**src/rtl/cdf_accumulate.sv**
```systemverilog
// cdf_accumulate
// Turns the per-bin histogram stream from the fetch stage into a cumulative
// distribution. Each accepted sample produces one tagged CDF word write at
// WRITE_BASE + bin index. The block also reports the first non-zero
// cumulative value (CdfMin) and the final sum (CdfTotal) for equalisation.
//
// Ports:
//   clock        in   rising-edge clock
//   reset_n      in   synchronous active-low reset
//   StartIn      in   sample-valid strobe from fetch
//   AccumIn      in   bin count (SUM_W bits)
//   WriteEnable  out  memory write strobe
//   WriteAddress out  WRITE_BASE + bin index
//   WriteBus     out  {zero pad, TAG, cumulative sum}
//   CdfMin       out  first non-zero cumulative value of the run
//   CdfTotal     out  final cumulative sum of the last completed run
//   Done         out  one-cycle completion pulse
module cdf_accumulate #(
  parameter int          BINS       = 256,
  parameter logic [15:0] WRITE_BASE = 16'h4000,
  parameter int          SUM_W      = 20,
  parameter logic [15:0] TAG        = 16'hAAAA
) (
  input  logic             clock,
  input  logic             reset_n,
  input  logic             StartIn,
  input  logic [SUM_W-1:0] AccumIn,
  output logic             WriteEnable,
  output logic [15:0]      WriteAddress,
  output logic [127:0]     WriteBus,
  output logic [SUM_W-1:0] CdfMin,
  output logic [SUM_W-1:0] CdfTotal,
  output logic             Done
);

  localparam int PAD_W = 128 - 16 - SUM_W;

  typedef enum logic [1:0] {
    IDLE  = 2'd0,
    ACCUM = 2'd1,
    DONE  = 2'd2
  } state_t;

  // Saturating add: clamp to all ones instead of wrapping.
  function automatic logic [SUM_W-1:0] sat_add(input logic [SUM_W-1:0] a,
                                                input logic [SUM_W-1:0] b);
    logic [SUM_W:0] full;
    full = {1'b0, a} + {1'b0, b};
    if (full[SUM_W]) begin
      sat_add = {SUM_W{1'b1}};
    end else begin
      sat_add = full[SUM_W-1:0];
    end
  endfunction

  state_t             state_q, state_d;
  logic [SUM_W-1:0]   sum_q, sum_d;
  logic [8:0]         idx_q, idx_d;
  logic               min_found_q, min_found_d;
  // High only during the first cycle spent in DONE, so Done pulses once
  // even when StartIn is held beyond the last bin.
  logic               enter_q, enter_d;
  logic               we_q, we_d;
  logic [15:0]        addr_q, addr_d;
  logic [127:0]       bus_q, bus_d;
  logic [SUM_W-1:0]   cdf_min_q, cdf_min_d;
  logic [SUM_W-1:0]   total_q, total_d;
  logic               done_q, done_d;

  logic               accept_s;
  logic               last_s;
  logic [SUM_W-1:0]   new_sum_s;

  // Next-state and registered-output logic.
  always_comb begin
    state_d     = state_q;
    sum_d       = sum_q;
    idx_d       = idx_q;
    min_found_d = min_found_q;
    enter_d     = 1'b0;
    we_d        = 1'b0;
    addr_d      = addr_q;
    bus_d       = bus_q;
    cdf_min_d   = cdf_min_q;
    total_d     = total_q;
    done_d      = 1'b0;
    accept_s    = 1'b0;
    new_sum_s   = sat_add(sum_q, AccumIn);
    last_s      = (idx_q == 9'(BINS - 1));

    case (state_q)
      IDLE: begin
        if (StartIn) begin
          accept_s  = 1'b1;
          // Cleared here; a non-zero first bin overrides it below.
          cdf_min_d = {SUM_W{1'b0}};
          if (last_s) begin
            state_d = DONE;
            enter_d = 1'b1;
          end else begin
            state_d = ACCUM;
          end
        end else begin
          state_d = IDLE;
        end
      end
      ACCUM: begin
        if (StartIn) begin
          accept_s = 1'b1;
          if (last_s) begin
            state_d = DONE;
            enter_d = 1'b1;
          end else begin
            state_d = ACCUM;
          end
        end else begin
          // Abort: discard the partial run, CdfTotal untouched.
          state_d     = IDLE;
          sum_d       = {SUM_W{1'b0}};
          idx_d       = 9'd0;
          min_found_d = 1'b0;
        end
      end
      DONE: begin
        if (enter_q) begin
          done_d  = 1'b1;
          total_d = sum_q;
        end else begin
          done_d  = 1'b0;
        end
        if (!StartIn) begin
          state_d     = IDLE;
          sum_d       = {SUM_W{1'b0}};
          idx_d       = 9'd0;
          min_found_d = 1'b0;
        end else begin
          state_d = DONE;
        end
      end
      default: begin
        state_d     = IDLE;
        sum_d       = {SUM_W{1'b0}};
        idx_d       = 9'd0;
        min_found_d = 1'b0;
      end
    endcase

    if (accept_s) begin
      we_d   = 1'b1;
      addr_d = WRITE_BASE + 16'(idx_q);
      bus_d  = {{PAD_W{1'b0}}, TAG, new_sum_s};
      sum_d  = new_sum_s;
      idx_d  = idx_q + 9'd1;
      if (!min_found_q && (new_sum_s != {SUM_W{1'b0}})) begin
        cdf_min_d   = new_sum_s;
        min_found_d = 1'b1;
      end else begin
        min_found_d = min_found_q;
      end
    end else begin
      we_d = 1'b0;
    end
  end

  // State and output registers with synchronous active-low reset.
  always_ff @(posedge clock) begin
    if (!reset_n) begin
      state_q     <= IDLE;
      sum_q       <= {SUM_W{1'b0}};
      idx_q       <= 9'd0;
      min_found_q <= 1'b0;
      enter_q     <= 1'b0;
      we_q        <= 1'b0;
      addr_q      <= 16'd0;
      bus_q       <= 128'd0;
      cdf_min_q   <= {SUM_W{1'b0}};
      total_q     <= {SUM_W{1'b0}};
      done_q      <= 1'b0;
    end else begin
      state_q     <= state_d;
      sum_q       <= sum_d;
      idx_q       <= idx_d;
      min_found_q <= min_found_d;
      enter_q     <= enter_d;
      we_q        <= we_d;
      addr_q      <= addr_d;
      bus_q       <= bus_d;
      cdf_min_q   <= cdf_min_d;
      total_q     <= total_d;
      done_q      <= done_d;
    end
  end

  assign WriteEnable  = we_q;
  assign WriteAddress = addr_q;
  assign WriteBus     = bus_q;
  assign CdfMin       = cdf_min_q;
  assign CdfTotal     = total_q;
  assign Done         = done_q;

endmodule
```
**config.mk**
```make
export PLATFORM = sky130hd
export DESIGN_NAME = cdf_accumulate
export DESIGN_NICKNAME = d
export VERILOG_FILES = /design/src/rtl/cdf_accumulate.sv
export SDC_FILE = /design/constraint.sdc
export NUM_CORES = 1
export LEC_CHECK = 0
export CORE_MARGIN = 2
export CORE_UTILIZATION = 46
export CTS_BUF_LIST = sky130_fd_sc_hd__clkbuf_16
export DETAILED_ROUTE_END_ITERATION = 6
export PLACE_DENSITY = 0.81
export SLEW_MARGIN = 40
export SYNTH_ARGS = -nofsm -noshare
export SYNTH_HDL_FRONTEND = slang
export SYNTH_SLANG_ARGS = --single-unit
```
**constraint.sdc**
```tcl
create_clock -name clock -period 4.9 [get_ports clock]
set_clock_uncertainty 0.2 [all_clocks]
set_input_delay 0.98 -clock clock [delete_from_list [all_inputs] [get_ports clock]]
set_output_delay 0.98 -clock clock [all_outputs]
set_load 0.05 [all_outputs]
```
==> results.tsv <==
metric	value	unit
cap_violations	0	
finalPower	2.626	mW
grt_pass1_wl	22.56	mm
synth_top_family_by_area	simple AND/OR/NAND/NOR gates	
grt_antenna_before_repair	0	
p_per_area	366.9	nW/um2
drc_errors	0	
ant_nets	0	
worst_path_dominant_cell_family	compound AO/OA/AOI/OAI gates	
netlist_instances	742	
vias_per_cell	4.901	
cts_tree	built	
clock.fmax	216.7	MHz
slew_headroom	47.19	%
cts.sinks	105	
synth_cell_types	52	
layout-drive-gt1-share	6.093	%
hp-class	reg -> reg	
hold_viol_final	0	
ir_drop	0.2087	mV
leakage	2.900	nW
nets	882	
cp_data_arrival_time	4.65	ns
period_needed	4.615	ns
path_buf_inv	2	
ctsHoldBuffers	0	
start_kind	input pin	
cp_slowest_stage_delay	0.45	ns
setup_tns	0	ns
tightest_slew	0.7903	ns
critical_path_class	in -> reg	
wl_per_cell	14.01	um
drv_slew	0	
synth-compound-area-share	18.15	%
synth_area	6053	um2
grt_max_degree	58	
synth_edf_count	0	
die-area	14090	um2
syn_area_per_cell	8.158	um2
synth_commonest_cells	nand2_1, buf_4, dfxtp_1	
fill_cells	1171	
worstSkewPairLatency	0.35	ns
synth_mux_area_share	3.162	%
synth.area.top_cells	dfxtp_1, buf_4, nand2_1	
place_congestion	0.9254	
detail_route.iter0.violations	385	
clk_pin_slew	0.07	ns
place_inst	992	
grt_setup_unrepaired	no	
crit_fanout	10	
place_hpwl	10.52	mm
grt-ovfl-total	0	
outcome	complete, no violations	
fin_cells	1009	
rows	41	
drt-total-wl	14.14	mm
grt_pass1_vias	4400	
dieWidth	118.7	um
synth_xor_area_share	2.749	%
io_buffers	102	
ctsHtreeMaxLevel	3	
ys.flop_type	dfxtp_1	
synth.largest_area_cell	dfxtp_1	
core_area	12720	um2
crit_slowest_cell	o41a_1	
synth_seq_cells	105	
period_share	94.19	%
yosys.area_share.simple	18.38	%
grt_usage	19.81	%
seq_area_frac_synth	34.73	%
vias	4945	
cts_setup_buffers	0	
end_kind	flop	
synth_fa_ha_area_share	5.705	%
clk_path_buf_depth	2	
start_util	47.58	%
finalSetupViolCount	0	
first_pass_iters	5	
cts_buffers	9	
area_growth	18.23	%
die-height	118.7	um
synth_warnings	0	
required	4.93	ns
synthMostInstantiatedCell	nand2_1	
n_antenna_cell	0	
io_pins	209	
yosys.area.top_type_share	34.73	%
post_cts_resized	0	
cp_cell_sequence	clkdlybuf4s50_1 > ha_1 > fa_1 > a21o_1 > a221oi_4 > o21ai_1 > xor2_1 > nor4_1 > nand4b_1 > or4_1 > o41a_1 > buf_4 > mux2i_1	
synthArstFlopShare	0	%
cts_root_buf	clkbuf_16	
[sequential cells by signal, indices dropped and copies added, names as in the netlist]
register	flops
Done	1
CdfTotal	20
state_q	2
CdfMin	20
enter_q	1
sum_q	20
min_found_q	1
WriteBus	21
WriteEnable	1
idx_q	9
WriteAddress	9
[report_power, final]
part           switching [mW]  total (mW)  internal [mW]
sequential             0.0505       0.968          0.917
clock                   0.328       0.724          0.397
combinational           0.646       0.934          0.288
[routing by layer]
metal	vias up	global-route usage, %	wire length, um
li1	2460	-	-
met1	2275	26.39	6326
met2	190	32.51	6529
met3	20	3.620	1063
met4	0	6.101	218
met5	-	0	0
[kinds of logic (layout without fill, tap and decap cells)]
logic type / Yosys count / in the layout
multiplexers: 19 / 19
AND/OR/NAND/NOR: 255 / 255
AO/OA/AOI/OAI: 158 / 158
adder cells (fa/ha/maj): 27 / 27
buffers and inverters: 158 / 148
other: 1 / 106
XOR/XNOR: 19 / 19
flip-flops: 105 / 105
[area by class of cell]
type	count	area, um2	area share (%)
inverter	7	26.28	0.3671
multi-input combinational	584	3322	46.42
tap	172	215.2	3.007
timing repair buffer	125	1195	16.70
clock buffer	9	225.2	3.147
sequential	105	2102	29.37
clock inverter	7	71.32	0.9965
[stage by stage]
| stage | area (um2) | utilization, % | hold WS, ns | worst slack (ns) |
|---|---|---|---|---|
| 2_1_floorplan | 6447 | - | 0.2545 | 0.5111 |
| 3_3_place_gp | 6843 | 53.79 | 0.2463 | 0.04996 |
| 3_5_place_dp | 6843 | 53.79 | 0.2523 | -0.03422 |
| 4_1_cts | 7139 | 56.12 | 0.2632 | 0.3204 |
| 5_1_grt | 7157 | 56.25 | 0.2790 | 0.09117 |
| 6_report | 7157 | 56.25 | 0.2626 | 0.2849 |
[worst reg2reg max path, delay by kind of cell, from the launching register on]
| family | cells | cell delay, ns |
|---|---|---|
| multiplexers | 1 | 0.14 |
| adder cells (fa/ha/maj) | 2 | 0.61 |
| AO/OA/AOI/OAI | 4 | 1.20 |
| XOR/XNOR | 1 | 0.18 |
| buffers and inverters | 1 | 0.21 |
| AND/OR/NAND/NOR | 3 | 0.89 |
| flip-flops | 1 | 0.33 |
[cell usage in the layout, fill, tap and decap left out, types with 8 or more instances in the layout]
cell and count:
clkdlybuf4s50_1 101, nand2_1 164, o21ai_0 21, buf_4 23
xnor2_1 11, dfxtp_1 105, nor2_1 27, a21boi_0 67
ha_1 26, inv_1 9, a21oi_1 25, conb_1 106
mux2i_1 18, clkbuf_16 9, xor2_1 8
[final timing paths]
kind                    start           to  slack [ns]  cells after the start
setup / recovery   AccumIn[0]    CdfMin[8]        0.28                     13
hold / removal    CdfTotal[9]  CdfTotal[9]        0.26                      2
setup reg to reg     sum_q[0]    CdfMin[8]        1.03                     12
hold reg to reg   CdfTotal[9]  CdfTotal[9]        0.26                      2
(Power assumes the default switching activity.)
